### config.mk
export PLATFORM = sky130hd
export DESIGN_NAME = hb_decim_mc_flat
export DESIGN_NICKNAME = d
export VERILOG_FILES = /design/src/rtl/hb_decim_mc_if.sv /design/src/rtl/hb_decim_mc.sv /design/src/flat_wrapper.sv
export SDC_FILE = /design/constraint.sdc
export NUM_CORES = 2
export LEC_CHECK = 0
export BUFFER_PORTS_ARGS = -buffer_cell sky130_fd_sc_hd__buf_4
export CAP_MARGIN = 20
export CORE_MARGIN = 3
export CORE_UTILIZATION = 58
export CTS_CLUSTER_DIAMETER = 200
export DETAILED_ROUTE_END_ITERATION = 6
export PLACE_DENSITY = 0.83
export SETUP_SLACK_MARGIN = 0.5
export SLEW_MARGIN = 40
export SYNTH_ARGS = -nofsm -noshare
export SYNTH_HDL_FRONTEND = slang
export SYNTH_SLANG_ARGS = --single-unit
### constraint.sdc
create_clock -name clk -period 10 [get_ports clk]
set_input_delay 0.5 -clock clk [delete_from_list [all_inputs] [get_ports clk]]
set_output_delay 0.5 -clock clk [all_outputs]
set_load 0.03 [all_outputs]
### src/rtl/hb_decim_mc_if.sv
// Handshake bundle for hb_decim_mc: sample input stream, decimated output
// stream and the sticky saturation indicator.
//   slave  : view taken by the decimator (consumes s_*, produces m_*)
//   master : view taken by the surrounding logic / bench
interface hb_decim_mc_if #(
  parameter int unsigned DATA_W = 16,
  parameter int unsigned CH_W   = 1
);
  logic signed [DATA_W-1:0] s_data;
  logic        [CH_W-1:0]   s_chan;
  logic                     s_valid;
  logic                     s_ready;
  logic signed [DATA_W-1:0] m_data;
  logic        [CH_W-1:0]   m_chan;
  logic                     m_valid;
  logic                     m_ready;
  logic                     sat_flag;

  modport slave (
    input  s_data, s_chan, s_valid, m_ready,
    output s_ready, m_data, m_chan, m_valid, sat_flag
  );

  modport master (
    output s_data, s_chan, s_valid, m_ready,
    input  s_ready, m_data, m_chan, m_valid, sat_flag
  );
endinterface

### src/rtl/hb_decim_mc.sv
// hb_decim_mc: multi-channel half-band decimate-by-2 FIR with one shared
// multiplier. Each channel keeps its own delay line, fill count and phase.
// A due output is computed over NU+1 MAC cycles, then held on m_* until
// accepted. Input is stalled (s_ready low) while an output is in flight.
//   clk, reset_n : clock, asynchronous active-low reset
//   bus (slave)  : s_data/s_chan/s_valid/s_ready input stream,
//                  m_data/m_chan/m_valid/m_ready output stream, sat_flag
// Build option: define HB_DECIM_ROUND_EN for round-half-up on the final
// shift; otherwise the result is truncated (floor).
module hb_decim_mc #(
  parameter int unsigned DATA_W = 16,
  parameter int unsigned COEF_W = 16,
  parameter int unsigned NCH    = 2,
  parameter int unsigned NTAPS  = 27,
  // {3, -28, 128, -415, 1107, -2778, 10176}; entry 0 is the outermost tap
  parameter logic [((NTAPS+1)/4)*COEF_W-1:0] COEFS = {
    16'h0003, 16'hFFE4, 16'h0080, 16'hFE61, 16'h0453, 16'hF526, 16'h27C0}
) (
  input  logic          clk,
  input  logic          reset_n,
  hb_decim_mc_if.slave  bus
);

  localparam int unsigned NU     = (NTAPS + 1) / 4;
  localparam int unsigned CH_W   = (NCH > 1) ? $clog2(NCH) : 1;
  localparam int unsigned FILL_W = $clog2(NTAPS + 2);
  localparam int unsigned CNT_W  = $clog2(NU + 1);
  localparam int unsigned PRE_W  = DATA_W + 1;
  localparam int unsigned PROD_W = PRE_W + COEF_W;
  localparam int unsigned ACC_W  = DATA_W + COEF_W + $clog2(NU + 1) + 1;
  localparam int unsigned CTR    = (NTAPS - 1) / 2;
  localparam int unsigned SH     = COEF_W - 1;

  localparam logic signed [COEF_W-1:0] CENTER  = COEF_W'(1) << (COEF_W - 2);
  localparam logic signed [ACC_W-1:0]  SAT_MAX = (ACC_W'(1) << (DATA_W - 1)) - ACC_W'(1);
  localparam logic signed [ACC_W-1:0]  SAT_MIN = -SAT_MAX - ACC_W'(1);
`ifdef HB_DECIM_ROUND_EN
  localparam logic signed [ACC_W-1:0]  RND = ACC_W'(1) << (COEF_W - 2);
`else
  localparam logic signed [ACC_W-1:0]  RND = '0;
`endif

  typedef enum logic [1:0] {ST_IDLE, ST_MAC, ST_OUT} state_t;

  state_t state_q, state_d;

  logic signed [DATA_W-1:0] dl_q [NCH][NTAPS];
  logic        [FILL_W-1:0] fill_q [NCH];
  logic                     phase_q [NCH];
  logic        [CH_W-1:0]   cur_ch_q;
  logic        [CNT_W-1:0]  cnt_q;
  logic signed [ACC_W-1:0]  acc_q;
  logic signed [DATA_W-1:0] m_data_q;
  logic        [CH_W-1:0]   m_chan_q;
  logic                     m_valid_q;
  logic                     sat_q;
  logic                     s_ready_q;

  logic                     chan_ok;
  logic                     accept;
  logic                     due;
  logic        [FILL_W-1:0] sel_fill;
  logic                     sel_phase;
  logic signed [DATA_W-1:0] line [NTAPS];
  logic signed [PRE_W-1:0]  pre;
  logic signed [COEF_W-1:0] coef;
  logic signed [PROD_W-1:0] prod;
  logic signed [ACC_W-1:0]  shifted;
  logic signed [DATA_W-1:0] res;
  logic                     res_sat;

  // Channel index range check; constant true when every code is a channel.
  generate
    if ((1 << CH_W) > NCH) begin : g_chk
      assign chan_ok = (bus.s_chan < CH_W'(NCH));
    end else begin : g_nochk
      assign chan_ok = 1'b1;
    end
  endgenerate

  assign accept = bus.s_valid && s_ready_q && chan_ok;

  // Fill/phase of the arriving sample's channel.
  always_comb begin
    sel_fill  = '0;
    sel_phase = 1'b0;
    for (int c = 0; c < NCH; c++) begin
      if (CH_W'(c) == bus.s_chan) begin
        sel_fill  = fill_q[c];
        sel_phase = phase_q[c];
      end
    end
  end

  // Output due when this sample makes the count reach NTAPS+1 or beyond and
  // is even-numbered (old phase odd).
  assign due = accept && (sel_fill >= FILL_W'(NTAPS)) && sel_phase;

  // Shared MAC datapath: symmetric pre-add for cnt < NU, centre tap last.
  always_comb begin
    for (int t = 0; t < NTAPS; t++) line[t] = '0;
    for (int c = 0; c < NCH; c++) begin
      if (CH_W'(c) == cur_ch_q) begin
        for (int t = 0; t < NTAPS; t++) line[t] = dl_q[c][t];
      end
    end
    pre  = PRE_W'(line[CTR]);
    coef = CENTER;
    for (int t = 0; t < NU; t++) begin
      if (cnt_q == CNT_W'(t)) begin
        pre  = PRE_W'(line[2*t]) + PRE_W'(line[NTAPS-1-2*t]);
        coef = COEFS[(NU-1-t)*COEF_W +: COEF_W];
      end
    end
    prod = PROD_W'(pre) * PROD_W'(coef);
  end

  // Scale back to DATA_W and clamp.
  always_comb begin
    shifted = (acc_q + RND) >>> SH;
    res     = shifted[DATA_W-1:0];
    res_sat = 1'b0;
    if (shifted > SAT_MAX) begin
      res     = SAT_MAX[DATA_W-1:0];
      res_sat = 1'b1;
    end else if (shifted < SAT_MIN) begin
      res     = SAT_MIN[DATA_W-1:0];
      res_sat = 1'b1;
    end
  end

  // State register.
  always_ff @(posedge clk or negedge reset_n) begin
    if (!reset_n) state_q <= ST_IDLE;
    else          state_q <= state_d;
  end

  // Next-state logic.
  always_comb begin
    state_d = state_q;
    case (state_q)
      ST_IDLE: if (due) state_d = ST_MAC;
      ST_MAC:  if (cnt_q == CNT_W'(NU)) state_d = ST_OUT;
      ST_OUT:  if (m_valid_q && bus.m_ready) state_d = ST_IDLE;
      default: state_d = ST_IDLE;
    endcase
  end

  // Channel state, MAC accumulator and registered outputs.
  always_ff @(posedge clk or negedge reset_n) begin
    if (!reset_n) begin
      for (int c = 0; c < NCH; c++) begin
        for (int t = 0; t < NTAPS; t++) dl_q[c][t] <= '0;
        fill_q[c]  <= '0;
        phase_q[c] <= 1'b0;
      end
      cur_ch_q  <= '0;
      cnt_q     <= '0;
      acc_q     <= '0;
      m_data_q  <= '0;
      m_chan_q  <= '0;
      m_valid_q <= 1'b0;
      sat_q     <= 1'b0;
      s_ready_q <= 1'b1;
    end else begin
      s_ready_q <= (state_d == ST_IDLE);

      if (accept) begin
        for (int c = 0; c < NCH; c++) begin
          if (CH_W'(c) == bus.s_chan) begin
            for (int t = NTAPS - 1; t > 0; t--) dl_q[c][t] <= dl_q[c][t-1];
            dl_q[c][0] <= bus.s_data;
            if (fill_q[c] != FILL_W'(NTAPS + 1)) fill_q[c] <= fill_q[c] + FILL_W'(1);
            phase_q[c] <= ~phase_q[c];
          end
        end
      end

      case (state_q)
        ST_IDLE: begin
          if (due) begin
            cur_ch_q <= bus.s_chan;
            cnt_q    <= '0;
            acc_q    <= '0;
          end
        end
        ST_MAC: begin
          acc_q <= acc_q + ACC_W'(prod);
          cnt_q <= cnt_q + CNT_W'(1);
        end
        ST_OUT: begin
          // First OUT cycle loads the result; it is then held until taken.
          if (!m_valid_q) begin
            m_valid_q <= 1'b1;
            m_data_q  <= res;
            m_chan_q  <= cur_ch_q;
            if (res_sat) sat_q <= 1'b1;
          end else if (bus.m_ready) begin
            m_valid_q <= 1'b0;
          end
        end
        default: ;
      endcase
    end
  end

  assign bus.s_ready  = s_ready_q;
  assign bus.m_data   = m_data_q;
  assign bus.m_chan   = m_chan_q;
  assign bus.m_valid  = m_valid_q;
  assign bus.sat_flag = sat_q;

endmodule
### src/flat_wrapper.sv
// flat-port wrapper written by rule: the top's interface ports become plain ports
module hb_decim_mc_flat 
#(
  parameter int unsigned DATA_W = 16,
  parameter int unsigned COEF_W = 16,
  parameter int unsigned NCH    = 2,
  parameter int unsigned NTAPS  = 27,
                                                                          
  parameter logic [((NTAPS+1)/4)*COEF_W-1:0] COEFS = {
    16'h0003, 16'hFFE4, 16'h0080, 16'hFE61, 16'h0453, 16'hF526, 16'h27C0}
)
  (clk, reset_n, bus_s_data, bus_s_chan, bus_s_valid, bus_m_ready, bus_s_ready, bus_m_data, bus_m_chan, bus_m_valid, bus_sat_flag);
  hb_decim_mc_if #(.DATA_W(DATA_W)) bus_i ();
  input  logic clk;
  input  logic reset_n;
  input wire logic [$bits(bus_i.s_data)-1:0] bus_s_data;
  input wire logic [$bits(bus_i.s_chan)-1:0] bus_s_chan;
  input wire logic [$bits(bus_i.s_valid)-1:0] bus_s_valid;
  input wire logic [$bits(bus_i.m_ready)-1:0] bus_m_ready;
  output wire logic [$bits(bus_i.s_ready)-1:0] bus_s_ready;
  output wire logic [$bits(bus_i.m_data)-1:0] bus_m_data;
  output wire logic [$bits(bus_i.m_chan)-1:0] bus_m_chan;
  output wire logic [$bits(bus_i.m_valid)-1:0] bus_m_valid;
  output wire logic [$bits(bus_i.sat_flag)-1:0] bus_sat_flag;
  assign bus_i.s_data = bus_s_data;
  assign bus_i.s_chan = bus_s_chan;
  assign bus_i.s_valid = bus_s_valid;
  assign bus_i.m_ready = bus_m_ready;
  assign bus_s_ready = bus_i.s_ready;
  assign bus_m_data = bus_i.m_data;
  assign bus_m_chan = bus_i.m_chan;
  assign bus_m_valid = bus_i.m_valid;
  assign bus_sat_flag = bus_i.sat_flag;
  hb_decim_mc #(.DATA_W(DATA_W), .COEF_W(COEF_W), .NCH(NCH), .NTAPS(NTAPS), .COEFS(COEFS)) u_core (.clk(clk), .reset_n(reset_n), .bus(bus_i));
endmodule
==> impl_metrics.json <==
{
  "status": "completed",
  "drive_gt1_share_pct": 14.0,
  "vias": 46500,
  "clock_path_buffers": 3,
  "avgSynthCellArea_um2": 8.64,
  "crit_path_max_fanout": 11,
  "hold_path.class": "in2reg",
  "clock-sinks": 938,
  "synth_seq_cells": 938,
  "cp_num_buf_inv": 9,
  "finalMaxSlewViolations": 0,
  "crit_required_ps": 10550,
  "clk_pin_slew_ps": 60,
  "syn_to_final_growth_pct": 14.9,
  "crit_arrival_ps": 10100,
  "critical-path-max-stage-delay_ps": 550,
  "grt_pass1_vias": 46200,
  "io_buffers": 40,
  "synthMuxAreaShare_pct": 4.99,
  "dp_worst_setup_slack_ps": 79.6,
  "synth-simple-area-share_pct": 22.8,
  "die_h_um": 317,
  "grt_pass1_wl_um": 253000,
  "viasPerCell": 5.80,
  "yosysUniqueCellTypes": 81,
  "async_flop_share_pct": 100,
  "die_width_um": 317,
  "insertion_delay_ps": 700,
  "grt_max_degree": 189,
  "antenna_found_initial": 2,
  "netlist_area_mm2": 0.0562,
  "ys_seq_area_share_pct": 41.8,
  "place_hpwl_um": 110000,
  "tritoncts": "done",
  "worst_path_max_delay_cell": "fa_1",
  "rsz0062_at_grt": "true",
  "setup_viol": 0,
  "max_freq_ghz": 0.105,
  "crit_type": "reg2reg",
  "yosysWarnings": 0,
  "synth_top_family_by_area": "simple AND/OR/NAND/NOR gates",
  "fin_setup_tns_ps": 0,
  "cts_root_buffer": "clkbuf_16",
  "synth-edff-count": 0,
  "drc": 0,
  "drt_wl_total_um": 163000,
  "timing.rr.start": "u_core.cur_ch_q",
  "start_kind": "register",
  "routabilityCongestion": 0.956,
  "post_synth_xor_area_fraction_pct": 1.82,
  "dieArea_mm2": 0.101,
  "drt_first_iter_violations": 5232,
  "row_count": 113,
  "cap_viol_max_count": 0,
  "coreArea_mm2": 0.0956,
  "synth_adder_area_share_pct": 16.6,
  "cpLargestDelayFamily": "adder cells",
  "skew_ps": 29.4,
  "start_util_pct": 58.8,
  "dr.pass1.iters": 7,
  "fin_crit_ps": 9550,
  "num_io_pins": 41,
  "slew_headroom_pct": 39.5,
  "hold_path_startpoint": "bus_s_data[4]",
  "htree_levels": 3,
  "synth_top_flop_cell": "dfrtp_1",
  "finalWorstSetupSlack_ps": 450,
  "gr-total-overflow": 0,
  "cts_made_buffers": 99,
  "crit_path_end_kind": "register",
  "wire_per_inst_um": 20.3,
  "synth_cells": 6504,
  "cpMostUsedCell": "fa_1",
  "startpoint": "u_core.cur_ch_q",
  "grt.total_usage_pct": 31.9,
  "synth_nets": 7084,
  "holdWs_ps": 33.0,
  "worst_slew_pin_slew_ps": 906,
  "hold_violations": 0,
  "ant_nets": 0,
  "layout.nets": 7239,
  "synth_compound_area_share_pct": 6.56,
  "timing.final.crit_share_pct": 95.5
}
stage by stage:
stage                     util [%]  std cells  instance area, um^2
after global routing          67.5       8005                64600
after detailed placement      61.9       7755                59100
after CTS                     66.2       7961                63200
final                         67.5       8005                64600
after floorplan                  -       6504                56300
after global placement        61.6       7747                58900
timing repair:
action / in CTS / in global routing
endpoints found under the hold margin: 56 / 0
buffers inserted: 15 / 36
cloned: 4 / 4
endpoints found under the setup margin: 12 / 13
pin swaps: 22 / 115
resized for setup: 52 / 195
hold buffers: 6 / 0
area by class of cell:
cell class              instances  area (um^2)
diodes                          1         2.50
clock buffers                 134         2830
clock inverters                47          699
fillers                      6885        31000
inverters                     523         1960
multi-input cells            4760        30800
flip-flops and latches        938        23500
well taps                    1265         1580
repair buffers                337         3210
synthesized netlist by cell type, drive strengths merged (55+ instances only):
master | number | area share, %
ha | 249 | 5.5
clkbuf | 268 | 1.8
o21ai | 123 | 1.1
inv | 521 | 3.5
dfrtp | 937 | 42
a21oi | 159 | 1.4
mux2 | 230 | 4.6
xnor2 | 73 | 1.1
nand2 | 2776 | 19
fa | 310 | 11
nor2 | 240 | 1.6
a21o | 55 | 0.74
sequential cells by signal, indices dropped and copies added (netlist names):
name                 count
u_core.phase_q           2
u_core.bus.m_valid       1
u_core.cur_ch_q          1
u_core.bus.m_chan        1
u_core.acc_q            36
u_core.dl_q            864
u_core.fill_q           10
u_core.cnt_q             3
u_core.state_q           2
u_core.bus.s_ready       1
u_core.bus.sat_flag      1
u_core.bus.m_data       16
layout by cell type, fill, tap and decap left out, types with 55 or more instances in the layout:
| master | instances |
|---|---|
| o21ai_0 | 90 |
| fa_1 | 295 |
| clkbuf_16 | 106 |
| a21oi_1 | 137 |
| nor2_1 | 223 |
| a21o_1 | 55 |
| buf_4 | 276 |
| nand2_1 | 2772 |
| dfrtp_1 | 936 |
| ha_1 | 224 |
| xnor2_1 | 69 |
| inv_1 | 514 |
| mux2_2 | 222 |
worst reg2reg max path: cells and delay by family, from the launching register on:
family	cells	cell delay (ps)
fa+ha+maj	8	3560
compound gates	15	3120
buf+inv	9	1190
flops	1	530
simple gates	2	360
xor+xnor	2	340
mux	1	320
cell families (layout without fill, tap and decap cells):
group,count (synthesis),count (layout)
and+or+nand+nor,3266,3266
DFF,938,938
buffers and inverters,806,1041
AOI/OAI and AO/OA,567,567
adders and majority gates,559,559
muxes,251,251
xor gates and xnor gates,117,117
other,0,1
metal layers:
layer  global-route usage (%)  share of wire (%)  wire length, um  up-vias
li1                         -                  -                -    20800
met1                     43.1                 39            63400    22800
met2                     50.0                 46            75400     2333
met3                     6.03                9.3            15100      520
met4                     15.4                5.4             8710        2
met5                        0             0.0080               13        -
path summary, 6_finish.rpt:
| check | endpoint | cells after the start | slack, ps |
|---|---|---|---|
| worst max-delay path | u_core.acc_q[28] | 37 | 450 |
| worst min-delay path | u_core.dl_q[420] | 3 | 30 |
| worst max register to register | u_core.acc_q[28] | 37 | 450 |
| worst min register to register | u_core.dl_q[528] | 2 | 450 |
| max in group asynchronous | u_core.dl_q[714] | 5 | 7670 |
| min in group asynchronous | u_core.dl_q[389] | 2 | 330 |
Power is left out: the tool's default activity adds up to more than one toggle a clock period on the data nets, which glitch-free logic cannot reach.
